==> config.mk <==
export PLATFORM = sky130hd
export DESIGN_NAME = sparse_bit_pack
export DESIGN_NICKNAME = d
export VERILOG_FILES = /design/src/rtl/sparse_bit_pack.sv
export SDC_FILE = /design/constraint.sdc
export NUM_CORES = 1
export LEC_CHECK = 0
export CAP_MARGIN = 5
export CORE_UTILIZATION = 38
export CTS_CLUSTER_SIZE = 40
export DETAILED_ROUTE_END_ITERATION = 16
export GPL_TIMING_DRIVEN = 0
export HOLD_SLACK_MARGIN = 0.03
export PLACE_DENSITY = 0.72
export SLEW_MARGIN = 10
export SYNTH_ARGS = -nofsm -noshare
export SYNTH_HDL_FRONTEND = slang
export SYNTH_SLANG_ARGS = --single-unit
==> constraint.sdc <==
create_clock -name clk -period 1.45 [get_ports clk]
set_clock_uncertainty 0.1 [all_clocks]
set_input_delay 0.145 -clock clk [delete_from_list [all_inputs] [get_ports clk]]
set_output_delay 0.145 -clock clk [all_outputs]
set_load 0.01 [all_outputs]
==> src/rtl/sparse_bit_pack.sv <==
// Sparse index to bitmap packer: collects bit indices into a word, counts distinct set bits.
// Optional duplicate-index detection is enabled by defining SB_DUP_CHECK_EN.

package sparse_bit_pack_pkg;
  typedef logic [7:0] feature_t;
  typedef logic [2:0] feature_idx_t;
  typedef logic [3:0] feature_count_t;
endpackage

module sparse_bit_pack #(
  parameter type sb_data_t  = sparse_bit_pack_pkg::feature_t,
  parameter type sb_idx_t   = sparse_bit_pack_pkg::feature_idx_t,
  parameter type sb_count_t = sparse_bit_pack_pkg::feature_count_t
) (
  input  logic      clk,
  input  logic      rst_n,
  input  logic      idx_vld,
  input  sb_idx_t   idx_i,
  input  logic      idx_last,
  output logic      idx_rdy,
  output logic      data_vld,
  output sb_data_t  data_o,
  input  logic      ready,
  output sb_count_t count_o,
  output logic      dup_err
);

  localparam int W  = $bits(sb_data_t);
  localparam int IW = $bits(sb_idx_t);

  localparam logic [0:0] SB_ACCUM = 1'b0;
  localparam logic [0:0] SB_SEND  = 1'b1;

  logic [0:0] r_state;
  sb_data_t   r_data;
  sb_count_t  r_count;
  logic       w_accept;
  logic       w_inRange;
  logic       w_bitSet;

  // Only index types that can encode positions beyond the bitmap need a range check.
  generate
    if ((2 ** IW) > W) begin : g_rangeCheck
      assign w_inRange = (32'(idx_i) < 32'(W));
    end else begin : g_noRangeCheck
      assign w_inRange = 1'b1;
    end
  endgenerate

  assign w_accept = idx_vld && (r_state == SB_ACCUM);
  assign w_bitSet = w_inRange && r_data[idx_i];

  assign idx_rdy  = (r_state == SB_ACCUM) && rst_n;
  assign data_vld = (r_state == SB_SEND) && rst_n;
  assign data_o   = r_data;
  assign count_o  = r_count;

`ifdef SB_DUP_CHECK_EN
  logic r_dup;
  assign dup_err = r_dup;
`else
  assign dup_err = 1'b0;
`endif

  always_ff @(posedge clk) begin
    if (!rst_n) begin
      r_state <= SB_ACCUM;
      r_data  <= '0;
      r_count <= '0;
`ifdef SB_DUP_CHECK_EN
      r_dup   <= 1'b0;
`endif
    end else begin
      case (r_state)
        SB_ACCUM: begin
          if (w_accept) begin
            if (w_inRange && !w_bitSet) begin
              r_data[idx_i] <= 1'b1;
              r_count       <= r_count + sb_count_t'(1);
            end
`ifdef SB_DUP_CHECK_EN
            if (w_bitSet) begin
              r_dup <= 1'b1;
            end
`endif
            if (idx_last) begin
              r_state <= SB_SEND;
            end
          end
        end
        SB_SEND: begin
          // Word is held until the consumer takes it, then accumulation restarts from zero.
          if (ready) begin
            r_state <= SB_ACCUM;
            r_data  <= '0;
            r_count <= '0;
`ifdef SB_DUP_CHECK_EN
            r_dup   <= 1'b0;
`endif
          end
        end
        default: begin
          r_state <= SB_ACCUM;
        end
      endcase
    end
  end

endmodule

Yosys cells after proc, flatten, opt, wreduce, memory -nomap -nowiden
Index checks and enable logic that the tools add are counted.
{ "totals": {"input_bits": 8, "word_cells": 32, "reg_bits": 13} }
{ "classes": {"n_reduce_logical": 5, "n_eq_ne": 3, "bitwise_logic": 2, "mux": 16, "n_lt_le_gt_ge": 2, "n_addsub": 1} }
{ "op_table": {"columns": ["op", "count"], "rows": [
  ["8-bit 2-to-1 mux", 3],
  ["8-bit case mux with 2 select lines", 1],
  ["4-bit 2-to-1 mux", 3],
  ["8-bit OR", 1],
  ["4-bit case mux with 2 select lines", 1],
  ["2-bit != test (second input constant)", 3],
  ["1-bit 2-to-1 mux", 5],
  ["4-bit by 1-bit adder with 4-bit output (second input constant)", 1],
  ["1-bit logical AND", 4],
  ["3-bit by 4-bit < comparator with 1-bit output (second input constant)", 1],
  ["1-bit binary-select mux with 3-bit select", 1],
  ["1-bit demux with 3-bit select", 1],
  ["3-bit by 1-bit greater-or-equal comparator with 1-bit output (second input constant)", 1],
  ["3-bit AND reduction", 1],
  ["1-bit case mux with 2 select lines", 1],
  ["1-bit inverter", 1]
]} }

Depth between registers and ports, before layout
Gate-level depths: netlist of the first run.
{ "logic_depth": {"ltp_word": 8, "mapped_depth": 6, "depth_no_buf": 4} }

Worst setup path after synthesis of the first run
OpenSTA, ideal clock, no wires.
{ "synth_timing": {"path_type": "reg2reg", "start": "reg r_data (netlist bit data_o[6])", "end": "reg r_count (netlist bit count_o[3])", "n_path_buf": 1, "required_ns": 1.222, "setup_time_ns": 0.128, "slack_ns": -0.148, "arrival_time_ns": 1.370, "path_stages_with_launch": 6, "path_cell_list": "dfxtp_1 mux2_4 a222oi_1 buf_4 a21o_1 a21oi_1"} }
{ "synth_between": {"elab_chain_cells": 4} }
{ "synth_rtl": {"columns": ["element", "line_no", "rtl"], "rows": [
  ["start, declared", "35", "sb_data_t r_data;"],
  ["start signal, assigned", "68", "r_data <= '0;"],
  ["start signal, assigned by index", "78", "r_data[idx_i] <= 1'b1;"],
  ["start signal, assigned", "95", "r_data <= '0;"],
  ["1-bit binary-select mux with 3-bit select", "51", "assign w_bitSet = w_inRange && r_data[idx_i];"],
  ["1-bit 2-to-1 mux (not written as such)", "51", null],
  ["2-bit != test (no line)", null, null],
  ["3-bit AND reduction (no line)", null, null],
  ["end signal, assigned", "79", "r_count <= r_count + sb_count_t'(1);"],
  ["end, declared", "36", "sb_count_t r_count;"]
]} }
No other way between the ends. The select of a mux whose other input is x is not followed.
A chain may end at the register's enable or synchronous reset.

Worst setup path after layout of the first run
Same ends and word-level chain as after synthesis.

==> results of run 1 <==
[per-layer routing]
| layer | GRT usage, % | vias to the layer above | routed length (um) | part of all wire [%] |
|---|---|---|---|---|
| met1 | 19.63 | 274 | 614 | 46 |
| met3 | 2.553 | 4 | 68 | 5.1 |
| met5 | 0 | - | 0 | 0 |
| met4 | 7.273 | 0 | 26 | 2.0 |
| li1 | - | 300 | - | - |
| met2 | 25.07 | 20 | 614 | 46 |
[synthesized netlist by cell type]
| cell | count | area, um^2 |
|---|---|---|
| nand2b_1 | 3 | 18.77 |
| and2_1 | 3 | 18.77 |
| a222oi_1 | 1 | 10.01 |
| conb_1 | 1 | 3.750 |
| inv_1 | 2 | 7.510 |
| ha_1 | 1 | 12.51 |
| nand2_1 | 7 | 26.28 |
| mux2_2 | 1 | 11.26 |
| buf_6 | 1 | 11.26 |
| a21oi_1 | 2 | 10.01 |
| dfxtp_1 | 13 | 260.3 |
| nor2b_1 | 2 | 12.51 |
| mux2i_1 | 3 | 30.03 |
| and2b_1 | 1 | 7.510 |
| mux2_4 | 1 | 15.01 |
| nand3_1 | 3 | 15.01 |
| mux2_1 | 2 | 22.52 |
| a21o_1 | 1 | 7.510 |
| buf_4 | 2 | 15.01 |
| nor2_1 | 10 | 37.54 |
| a211oi_1 | 1 | 7.510 |
| a41oi_1 | 8 | 70.07 |
| a21oi_4 | 1 | 16.27 |
[registers in the layout, indices dropped and copies added, names as in the netlist]
register and count:
r_state 1, data_o 8, count_o 4
[power by group through the flow]
stage	Combinational (W)	Clock (W)	Sequential, W
after global routing	0.000152	0.000243	0.000391
after floorplan	0.0000750	0	0.000399
after CTS	0.000141	0.000227	0.000388
after global placement	0.000143	0	0.000394
after detailed placement	0.000144	0	0.000395
final	0.000139	0.000221	0.000388
[how the worst max path moves through the flow]
stage          startpoint    endpoint  slack, ns  cells after the start
6_report        data_o[6]  count_o[3]      -0.19                      5
5_1_grt         data_o[6]   data_o[5]      -0.29                      5
4_1_cts         data_o[6]   data_o[4]      -0.18                      5
3_5_place_dp     idx_i[1]   data_o[3]      -0.47                      6
3_3_place_gp     idx_i[2]  count_o[3]      -0.46                      6
2_1_floorplan   data_o[6]  count_o[3]      -0.13                      5
[logic make-up after synthesis]
family | share of synthesized area (%)
buffers and inverters | 5.222
and+or+nand+nor | 21.08
muxes | 12.18
DFF | 40.23
AOI/OAI and AO/OA | 18.76
other | 0.5797
adders and majority gates | 1.934
[cells in the final DEF (no fill, tap or decap)]
master	Yosys	layout
a211oi_1	1	1
a21o_1	1	1
a21oi_1	2	2
a21oi_4	1	1
a222oi_1	1	1
a41oi_1	8	8
and2_1	3	3
and2b_1	1	1
buf_4	2	3
buf_6	1	1
clkbuf_1	0	1
clkbuf_4	0	3
clkdlybuf4s50_1	0	10
conb_1	1	1
dfxtp_1	13	8
dfxtp_2	0	5
dlygate4sd2_1	0	4
dlymetal6s2s_1	0	6
ha_1	1	1
inv_1	2	2
mux2_1	2	2
mux2_2	1	1
mux2_4	1	1
mux2i_1	3	3
nand2_1	7	7
nand2b_1	3	3
nand3_1	3	3
nor2_1	10	10
nor2b_1	2	2
[critical path, stage by stage, from the launching register on]
cell,delay (ns)
dfxtp_2,0.34
mux2_4,0.26
a222oi_1,0.40
buf_4,0.24
nand3_1,0.09
a21oi_1,0.14
[stage by stage]
| stage | instances | setup WS [ns] | power (W) |
|---|---|---|---|
| floorplan | 70 | -0.1302 | 0.0004740 |
| global placement | 106 | -0.4637 | 0.0005375 |
| detailed placement | 106 | -0.4691 | 0.0005388 |
| CTS | 111 | -0.1773 | 0.0007558 |
| global route | 111 | -0.2931 | 0.0007861 |
| finish | 111 | -0.1904 | 0.0007478 |
[final cells by class]
type                            count  area (um^2)  share of cell area, %
Buffer                              3        26.28                  2.865
Tap cell                           16        20.02                  2.183
Inverter                            2        7.507                 0.8186
Clock buffer                        4        26.28                  2.865
Timing Repair Buffer               21        217.7                  23.74
Sequential cell                    13        266.5                  29.06
Multi-Input combinational cell     52        352.8                  38.47
[timing repair]
action | 4_1_cts | 5_1_grt
gates cloned | 0 | 0
pin swaps | 1 | 1
setup buffers | 1 | 0
gates resized for setup | 6 | 6
setup endpoints to repair | 16 | 18
==> impl_results.md, run 1 <==
- IO Port Bufs: 20
- First-pass GRT wire length: 2180 um
- Fillers: 149
- Crit Path Category: flop to flop
- Core Box Area: 1541 um^2
- Internal Power: 0.0005525 W
- Net Sw Frac: 26.11%
- Clk_lat worst skew: 0.27 ns
- ANT nets after route: 0
- Vias in the first global route: 509
- Static leakage: 0.4762 nW
- Worst hold path endpoint: data_o[1]
- Period Utilization, post-route: 113.1%
- Final WL: 1323 um
- Worst vdd ir: 0.0005705 V
- Failing checks: setup timing
- Initial DRT Pass Iterations: 4
- # DRC: 0
- Post-route setup TNS: -2.056 ns
- Routed length per instance: 11.92 um
- Synth Net Count: 79
- Worst Hold Launch: idx_i[0]
- Layout area overhead: 41.78%
- CTS buffer count: 3
- Switch Pwr: 0.0001953 W
- Yosys cell types: 23
- Vias per inst: 5.387
- Clk pwr share: 29.6%
- Initial antenna violation count: 0
- RR Endpoint: count_o[3]
- Nets: 105
- Syn Inst Count: 70
- Clock tree buffer depth: 2
- Gr usage total: 15.43%
- Fin crit period: 1.640 ns
- Crit Path Max Fanout: 10
- Worst hold path type: input port to flop
- Clock transition at path regs: 0.08 ns
- Final core occ: 59.50%
- Combinational Power Share: 18.5%
- Setup violators final: 12
- CP arrival: 1.74 ns
- Slew Viols, Final: 0
- Fmax: 609.6 MHz
- Final hold violation count: 0
- Initial DRC Count: 8
- Status: finished, violations left
- Die width: 43.26 um
- Min Hold Slack: 0.08383 ns
- Post-route design area: 917.1 um^2
- H-tree depth: 1
- R2R depth: 5
- Rows: 14
- Placed inst area: 870.8 um^2
- CP Data Required Time: 1.55 ns
- Worst Hold Depth: 3
- Diode count: 0
- Sequential fraction of the synthesis area: 40.23%
- R2r setup slk: -0.19 ns
- IO Count: 23
- Hpwl dp: 976.4 um
- Initial core utilization: 41.96%
- Avg Cell Area, Syn: 9.241 um^2
- Reg-to-Reg Start: data_o[6]
- CTS Sinks: 13
- Vias after detailed routing: 598
- Synthesized area: 646.9 um^2
- Total die area: 1871 um^2
- Ys Warns: 0
- Pwr Density: 815.3 nW/um^2
- Largest net degree at the start of global routing: 11
- Worst Slack Setup Final: -0.1904 ns
- CP startpoint kind: flop
- Synth Register Bits: 13
- Reg power frac: 51.9%
- CTS Hold Bufs: 0
- Congestion Overflow GR: 0
- Max-cap violations: 0
- Routability cong.: 0.7567
- CTS tree: done
- Share of cells above drive strength 1: 15.79%
- RSZ-0062 raised after global routing: true
- Root Buffer: clkbuf_4
- Crit. End Element: flop
- Die height: 43.26 um
Note: power is estimated with default switching activity, not from simulation.
==> run 2, diff against run 1 <==
Settings changed: PLACE_DENSITY 0.72 to unset, PLACE_DENSITY_LB_ADDON set to 0.3.
==> run 2 against run 1 <==
Compared with the run above:
- the flow still finishes with violations (setup timing)
- sequential share of layout area shrank 2.6 points
- utilization increased by 5.8 points
- cell count grew 4.5%
- flip-flop and latch count unchanged
==> impl_results.md, run 2 (synthesized netlist as in run 1, its figures left out) <==
- Status: finished, violations left
- Failing checks: setup timing
- Final hold violation count: 0
- Rows: 14
- Pwr Density: 764.2 nW/um^2
- CP cell instances: mux2_4 -> a222oi_1 -> buf_4 -> buf_6 -> nand3_2 -> mux2i_1
- Root Buffer: clkbuf_4
- CP Data Required Time: 1.52 ns
- Crit Path Category: flop to flop
- Worst Hold Launch: idx_i[0]
- RR Endpoint: count_o[2]
- CTS Hold Bufs: 0
- Vias in the first global route: 593
- Final std cells w/o fill: 116
- Clock tree buffer depth: 2
- Crit Path Max Fanout: 3
- Nets: 110
- Total die area: 1871 um^2
- Max reg flops: 8
- Most common cell after layout, fill and taps aside: nor2_1
- Core Box Area: 1541 um^2
- Vias after detailed routing: 635
- Worst Hold Depth: 3
- Die height: 43.26 um
- IO Port Bufs: 20
- Share of cells above drive strength 1: 28.00%
- Combinational Power Share: 20.6%
- CP max-delay cell: dfxtp_2
- R2R depth: 6
- CP startpoint kind: flop
- Gr usage total: 18.29%
- Final core occ: 65.34%
- Worst vdd ir: 0.0004875 V
- Most frequent cells in the layout: nor2_1, dfxtp_1, dlygate4sd2_1, clkdlybuf4s50_1, nand2_1
- CP arrival: 1.69 ns
- Buffers & Inverters on Critical Path: 2
- # DRC: 0
- R2r setup slk: -0.18 ns
- H-tree depth: 1
- Min Hold Slack: 0.09965 ns
- Vias per inst: 5.474
- Congestion Overflow GR: 0
- Reg power frac: 50.3%
- Initial DRC Count: 26
- Max-cap violations: 0
- Clock transition at path regs: 0.08 ns
- ANT nets after route: 0
- Slew Viols, Final: 0
- Crit. End Element: flop
- Fmax: 614.6 MHz
- Initial antenna violation count: 0
- Routability cong.: 0.7445
- RSZ-0062 raised after global routing: true
- Static leakage: 0.5105 nW
- Fin crit period: 1.627 ns
- CTS Sinks: 13
- Worst hold path type: input port to flop
- Internal Power: 0.0005599 W
- Final WL: 1576 um
- CTS tree: done
- Initial core utilization: 41.96%
- Pre-CTS setup slack: -0.5220 ns
- Worst Slack Setup Final: -0.1772 ns
- Clk_lat worst skew: 0.27 ns
- Clk pwr share: 29.0%
- Setup violators final: 12
- Largest net degree at the start of global routing: 11
- Post-route setup TNS: -1.885 ns
- Critical Path Max Stage Delay: 0.33 ns
- Placed Cells: 106
- Net Sw Frac: 27.26%
- Worst hold path endpoint: data_o[5]
- Switch Pwr: 0.0002098 W
- Layout area overhead: 55.71%
- Top delay family on crit path: multiplexers
- First-pass GRT wire length: 2559 um
- Diode count: 0
- Hpwl dp: 1039 um
- IO Count: 23
- Period Utilization, post-route: 112.2%
- CTS buffer count: 3
- Initial DRT Pass Iterations: 4
- Reg-to-Reg Start: data_o[7]
- Routed length per instance: 13.59 um
- Die width: 43.26 um
-- run 2: layout make-up --
| class | count | area [um^2] |
|---|---|---|
| Buffer | 3 | 30.03 |
| Clock buffer | 4 | 26.28 |
| Fill cell | 144 | 534.3 |
| Inverter | 2 | 7.507 |
| Multi-Input combinational cell | 52 | 401.6 |
| Sequential cell | 13 | 266.5 |
| Tap cell | 16 | 20.02 |
| Timing Repair Buffer | 26 | 255.2 |
-- run 2: worst max-delay path by stage --
stage | endpoint | slack (ns) | startpoint | depth (start not counted)
floorplan | count_o[3] | -0.13 | data_o[6] | 5
global placement | data_o[0] | -0.46 | idx_i[2] | 6
detailed placement | data_o[7] | -0.52 | idx_i[2] | 6
CTS | data_o[2] | -0.13 | data_o[4] | 6
global route | data_o[6] | -0.25 | data_o[7] | 6
finish | count_o[2] | -0.18 | data_o[7] | 6
-- run 2: per-layer routing --
layer	routed length [um]	global-route usage (%)	part of all wire (%)
met1	716	24.54	45
met2	740	28.06	47
met3	112	5.532	7.1
met4	6	5.455	0.38
met5	0	0	0
-- run 2: worst register-to-register path, stage by stage, from the launching register on --
cell	delay, ns
dfxtp_2	0.33
mux2_4	0.25
a222oi_1	0.33
buf_4	0.20
buf_6	0.10
nand3_2	0.06
mux2i_1	0.14
-- run 2: power by group through the flow --
stage | sequential [W] | combinational [W] | clock (W)
floorplan | 0.000399 | 0.0000750 | 0
global placement | 0.000394 | 0.000143 | 0
detailed placement | 0.000395 | 0.000146 | 0
finish | 0.000388 | 0.000159 | 0.000224
global route | 0.000389 | 0.000172 | 0.000245
CTS | 0.000387 | 0.000156 | 0.000229
-- run 2: through the flow --
step	area, um^2	power [W]
2_1_floorplan	650.6	0.0004740
3_3_place_gp	870.8	0.0005367
3_5_place_dp	870.8	0.0005414
4_1_cts	979.7	0.0007723
5_1_grt	1007	0.0008063
6_report	1007	0.0007697
-- run 2: what timing repair did --
item	in CTS	in global routing
setup endpoints to repair	16	17
buffers inserted	5	0
cloned	1	0
pin swaps	7	9
gates resized for setup	21	7
==> run 3, diff against run 2 <==
Settings changed: CTS_BUF_LIST set to sky130_fd_sc_hd__clkbuf_4 sky130_fd_sc_hd__clkbuf_8 sky130_fd_sc_hd__clkbuf_16, HOLD_SLACK_MARGIN 0.03 to 0.05.
==> run 3 against run 2 <==
Compared with the run above:
- the run still ends with setup timing left
- flip-flop and latch count unchanged
- non-clock buffer count unchanged
- utilization increased by 0.24 points
- critical path depth unchanged
- largest cell class unchanged
- largest power group unchanged
- highest routed layer unchanged
==> impl_results.md, run 3 (synthesized netlist as in run 1, its figures left out) <==
- Routability cong.: 0.7445
- Buffers & Inverters on Critical Path: 2
- Period Utilization, post-route: 112.0%
- Largest net degree at the start of global routing: 11
- Fin crit period: 1.625 ns
- Total die area: 1871 um^2
- CP Data Required Time: 1.52 ns
- Reg-to-Reg Start: data_o[7]
- Critical Path Max Stage Delay: 0.33 ns
- # DRC: 0
- Initial DRT Pass Iterations: 4
- Gr usage total: 18.38%
- Final hold violation count: 0
- Hpwl dp: 1039 um
- Initial DRC Count: 26
- Vias in the first global route: 594
- Initial core utilization: 41.96%
- Final std cells w/o fill: 116
- Pwr Density: 780.8 nW/um^2
- Vias after detailed routing: 638
- Worst vdd ir: 0.0004881 V
- Fmax: 615.5 MHz
- Clk_lat worst skew: 0.27 ns
- Worst Slack Setup Final: -0.1747 ns
- Max-cap violations: 0
- Top delay family on crit path: multiplexers
- Diode count: 0
- CP max-delay cell: dfxtp_2
- Min Hold Slack: 0.09961 ns
- Root Buffer: clkbuf_4
- IO Port Bufs: 20
- Final core occ: 65.58%
- RSZ-0062 raised after global routing: true
- Worst setup startpoint: data_o[7]
- Initial antenna violation count: 0
- Failing checks: setup timing
- Static leakage: 0.5139 nW
- Routed length per instance: 13.53 um
- Crit. End Element: flop
- CTS tree: done
- Crit Path Max Fanout: 3
- Nets: 110
- CP arrival: 1.69 ns
- IO Count: 23
- Status: finished, violations left
- CTS buffer count: 3
- Clock tree buffer depth: 2
- Placed Cells: 106
- Most common cell after layout, fill and taps aside: nor2_1
- CP cell instances: mux2_4 -> a222oi_1 -> buf_4 -> buf_6 -> nand3_2 -> mux2i_1
- Die width: 43.26 um
- Worst Hold Launch: idx_i[0]
- CTS Sinks: 13
- Final WL: 1569 um
- Worst hold path type: input port to flop
- Slew Viols, Final: 0
- Most frequent cells in the layout: nor2_1, dfxtp_1, dlygate4sd2_1, clkdlybuf4s50_1, nand2_1
- ANT nets after route: 0
- CTS Hold Bufs: 0
- Vias per inst: 5.500
- Crit Path Category: flop to flop
- H-tree depth: 1
- Die height: 43.26 um
- Rows: 14
- Core Box Area: 1541 um^2
- Layout area overhead: 56.29%
- Share of cells above drive strength 1: 29.00%
- Congestion Overflow GR: 0
- First-pass GRT wire length: 2566 um
- Setup violators final: 12
- Clock transition at path regs: 0.08 ns
- CP startpoint kind: flop
- Max reg flops: 8
run 3: worst register-to-register path, stage by stage (launching register included):
cell      delay [ns]
dfxtp_2         0.33
mux2_4          0.25
a222oi_1        0.33
buf_4           0.20
buf_6           0.10
nand3_2         0.06
mux2i_1         0.14
run 3: cell type report:
type,count,area [um^2]
Timing Repair Buffer,26,255.2
Clock buffer,4,30.03
Sequential cell,13,266.5
Fill cell,142,530.5
Inverter,2,7.507
Multi-Input combinational cell,52,401.6
Buffer,3,30.03
Tap cell,16,20.02
run 3: what timing repair did:
action / in CTS / in global routing
setup buffers: 5 / 0
cloned: 1 / 0
gates resized for setup: 21 / 7
setup endpoints to repair: 16 / 17
pin swaps: 8 / 8
run 3: final timing paths:
check / end / slack (ns) / cells past startpoint
worst min register to register: data_o[7] / 0.41 / 2
worst max register to register: count_o[2] / -0.17 / 6
worst max-delay path: count_o[2] / -0.17 / 6
worst min-delay path: data_o[5] / 0.1 / 3
run 3: metal layers:
metal | vias up | track usage, % | part of all wire [%]
met5 | - | 0 | 0
met3 | 2 | 5.532 | 6.1
met2 | 26 | 28.36 | 47
li1 | 310 | - | -
met1 | 300 | 24.54 | 46
met4 | 0 | 5.455 | 0.38
run 3: power by group:
group	switching (W)	internal (W)
registers	0.0000144	0.000373
logic	0.0000786	0.0000801
clock network	0.000118	0.000125
total	0.000211	0.000579
run 3: through the flow:
step                TNS [ns]  setup slack, ns  total power [W]  instance area (um^2)
finish                -1.863          -0.1747        0.0007894                  1011
global route          -2.856          -0.2548        0.0008254                  1011
CTS                   -1.386          -0.1270        0.0007911                 983.4
detailed placement    -6.204          -0.5220        0.0005414                 870.8
global placement      -5.467          -0.4628        0.0005367                 870.8
floorplan             -1.143          -0.1302        0.0004740                 650.6
==> variant 1 (config.mk and constraints of run 1) <==
Add a define of `SB_DUP_CHECK_EN`.
--- a/src/rtl/sparse_bit_pack.sv
+++ b/src/rtl/sparse_bit_pack.sv
@@ -1,5 +1,7 @@
 // Sparse index to bitmap packer: collects bit indices into a word, counts distinct set bits.
 // Optional duplicate-index detection is enabled by defining SB_DUP_CHECK_EN.
+
+`define SB_DUP_CHECK_EN
 
 package sparse_bit_pack_pkg;
   typedef logic [7:0] feature_t;
Formal check against the unedited RTL: not equivalent (a bounded check fails within 4 cycles, from zero or initial values and one cycle with rst_n low).
==> variant 1 against run 1 <==
The run still ends with setup timing left. Sequential cell count rose by 1. Routed wire length rose by 39%. Synthesized area rose by 15%. Setup slack got worse by 27 ps. Critical endpoint unchanged. Sequential power rose by 7.2%. Power rose by 7.5%. Design area rose by 29%.
==> variant 1: results (changes against run 1) <==
ClkCell Share: 0.0190 (was 0.0286)
dpl cell area: 1020 um^2 (was 871 um^2)
worst hold slack: 374 ps (was 83.8 ps)
failing checks: setup timing (unchanged)
vias in the first global route: 634 (was 509)
drt wl/cell: 13.5 um (was 11.9 um)
multi-input combinational area share: 0.458 (was 0.385)
Synth Net Count: 92 (was 79)
crit path from: data_o[0] (was data_o[6])
Cells after Synth: 83 (was 70)
fraction of layout cells with a size suffix above 1: 0.342 (was 0.158)
DP Wirelength: 1170 um (was 976 um)
first-pass GRT wire length: 2720 um (was 2180 um)
status: finished with violations (unchanged)
worst-path maximum fanout: 7 (was 10)
WHS Path Cells: 1 (was 3)
Critical Path Slowest Stage Cell: or4_4 (was a222oi_1)
most frequent cells after synthesis: dfxtp_1, nor4_1, nand2_1, o21a_1, nand2b_1 (was dfxtp_1, nor2_1, a41oi_1, nand2_1)
final setup margin: -217 ps (was -190 ps)
Placer Congestion: 0.799 (was 0.757)
clk sinks: 14 (was 13)
total track usage: 0.178 (was 0.154)
Non-clock buffers: 30 (was 24)
Layout Nets: 122 (was 105)
final setup TNS: -2450 ps (was -2060 ps)
# setup viols final: 14 (was 12)
switching power total: 0.218 mW (was 0.195 mW)
Multi-In Gates: 62 (was 52)
Synth Area in Compound Gates: 0.205 (was 0.188)
Crit path arrival time: 1770 ps (was 1740 ps)
Combinational Power: 0.172 mW (was 0.139 mW)
cell family with most CP delay: simple AND/OR/NAND/NOR gates (was compound AO/OA/AOI/OAI gates)
buffering overhead: 0.245 (was 0.266)
## variant 1: changes by cell type after synthesis, sizes merged, moves of 3 or more
cell / before / now
a41oi: 8 / 0
clkbuf: 0 / 3
nand2b: 3 / 6
nor4: 0 / 9
o21a: 0 / 8
or4: 0 / 3
nor2: 10 / 2
o311ai: 0 / 3
## variant 1: routing by layer
metal	share of wire	global-route usage
met1	0.43	0.209
met2	0.51	0.294
met3	0.039	0.0588
met4	0.017	0.0706
met5	0	0
## variant 1: how the worst min path moves through the flow
stage | from | endpoint
floorplan | rst_n | count_o[2]
finish | data_o[0] | data_o[0]
global placement | dup_err | dup_err
detailed placement | data_o[1] | data_o[1]
global route | data_o[0] | data_o[0]
CTS | dup_err | dup_err
## variant 1: repair_timing
| action | in CTS | in global routing |
|---|---|---|
| hold buffers | 0 | 0 |
| pin swaps | 2 | 1 |
| setup buffers | 1 | 2 |
| gates resized for setup | 24 | 8 |
| endpoints found under the setup margin | 17 | 19 |
| cloned | 0 | 0 |
==> variant 2 (config.mk and constraints of run 1) <==
Without the edit above. Put one more register stage on the output `count_o`, without a reset. The value now appears one clock later. The other outputs are not delayed to match.
--- a/src/rtl/sparse_bit_pack.sv
+++ b/src/rtl/sparse_bit_pack.sv
@@ -53,7 +53,9 @@
   assign idx_rdy  = (r_state == SB_ACCUM) && rst_n;
   assign data_vld = (r_state == SB_SEND) && rst_n;
   assign data_o   = r_data;
-  assign count_o  = r_count;
+  always_ff @(posedge clk) begin
+    count_o <= r_count;
+  end
 
 `ifdef SB_DUP_CHECK_EN
   logic r_dup;
Behaviour: not the same (a bounded check fails within 4 cycles, from zero or initial values and one cycle with rst_n low).
==> variant 2 against run 1 <==
Sequential cell count increased by 4. Combinational power is 6% higher. Via count increased by 8.7%. Power grew 20%. The run still ends with setup timing left. Routed wire length rose by 12%. Synthesized area increased by 11%. Setup slack gained 17 ps. First-iteration DRC count down 63%. Design area grew 14%.
==> variant 2: results (changes against run 1) <==
status: finished with violations (unchanged)
failing checks: setup timing (unchanged)
Post-CTS Resized: 14 (was 6)
Iter 0 DRT Violations: 3 (was 8)
Cells after Synth: 81 (was 70)
sequential-to-total area share from yosys stat: 0.475 (was 0.402)
M3 GR Usage: 0.0476 (was 0.0255)
CTS root buf: clkbuf_4 (unchanged)
cell family with most CP delay: multiplexers (was compound AO/OA/AOI/OAI gates)
most frequent cells after synthesis: dfxtp_1, nand2_1, nand3_1, nor2_1, o21ai_1 (was dfxtp_1, nor2_1, a41oi_1, nand2_1)
hold path start: idx_i[1] (was idx_i[0])
mux cell area share after synthesis: 0.0820 (was 0.122)
CP Capture Point: r_count[1] (was count_o[3])
vias in the first global route: 519 (was 509)
Critical Path Slowest Stage Cell: dfxtp_2 (was a222oi_1)
R2R depth: 5 (unchanged)
Max VDD drop: 0.423 mV (was 0.571 mV)
Worst R2R End: r_count[1] (was count_o[3])
dpl cell area: 951 um^2 (was 871 um^2)
total track usage: 0.153 (was 0.154)
DP Wirelength: 1040 um (was 976 um)
library cells used by synthesis: 30 (was 23)
main area contributors after synthesis: dfxtp_1, nand2_1, mux2_2 (was dfxtp_1, a41oi_1, nor2_1)
DR vias/cell: 4.89 (was 5.39)
Layout Nets: 118 (was 105)
P_seq: 0.503 mW (was 0.388 mW)
worst slack, placed: -1070 ps (was -469 ps)
worst-path maximum fanout: 7 (was 10)
# setup viols final: 12 (unchanged)
Leak Pwr: 0.543 nW (was 0.476 nW)
Synth Area in Adders: 0.0175 (was 0.0193)
filler instances: 162 (was 149)
met2 Usage GRT: 0.229 (was 0.251)
Reg clk slew, reported paths: 100 ps (was 80 ps)
Post-CTS Setup Bufs: 3 (was 1)
Yosys top cell area share: 0.475 (was 0.402)
first-pass GRT wire length: 2240 um (was 2180 um)
crit path from: data_o[0] (was data_o[6])
critical path's largest stage delay: 330 ps (was 400 ps)
Worst-Margin Slew: 495 ps
Placer Congestion: 0.744 (was 0.757)
Hold EP: data_o[3] (was data_o[1])
final setup margin: -174 ps (was -190 ps)
Power Clock: 0.245 mW (was 0.221 mW)
met1 usage: 0.199 (was 0.196)
Synth Net Count: 90 (was 79)
fraction of layout cells with a size suffix above 1: 0.222 (was 0.158)
worst hold slack: 151 ps (was 83.8 ps)
Synth Area in Compound Gates: 0.134 (was 0.188)
# placed instances: 126 (was 106)
pwr dens: 861 nW/um^2 (was 815 nW/um^2)
Net Sw Frac: 0.258 (was 0.261)
total number of vias: 650 (was 598)
final setup TNS: -1220 ps (was -2060 ps)
[variant 2: cell count changes in the layout (fill, tap and decap cells not counted), moves of 3 or more]
cell,run 1,this run
a31oi_1,0,3
a41oi_1,8,0
clkdlybuf4s50_1,10,7
dfxtp_1,8,14
dfxtp_2,5,2
dlygate4sd2_1,4,7
nand2_1,7,15
nor2_1,10,4
o21ai_1,0,4
[variant 2: area by class of cell]
cell class	instances	area (um^2)	area share
plain buffers	3	16.3	0.0156
clock buffers	3	22.5	0.0216
clock inverters	1	5.00	0.00481
inverters	2	7.51	0.00721
multi-input cells	59	383	0.368
flip-flops and latches	17	347	0.333
well taps	25	31.3	0.0300
repair buffers	23	229	0.220
[variant 2: metal layers]
metal / up-vias / wire (um)
li1: 339 / -
met1: 290 / 683
met2: 19 / 715
met4: 0 / 14
met3: 2 / 66
met5: - / 0
[variant 2: worst min-delay path, delay by kind of cell]
family / cells / cell delay [ps]
and+or+nand+nor: 1 / 110
buffers and inverters: 1 / 180
AOI/OAI and AO/OA: 1 / 60
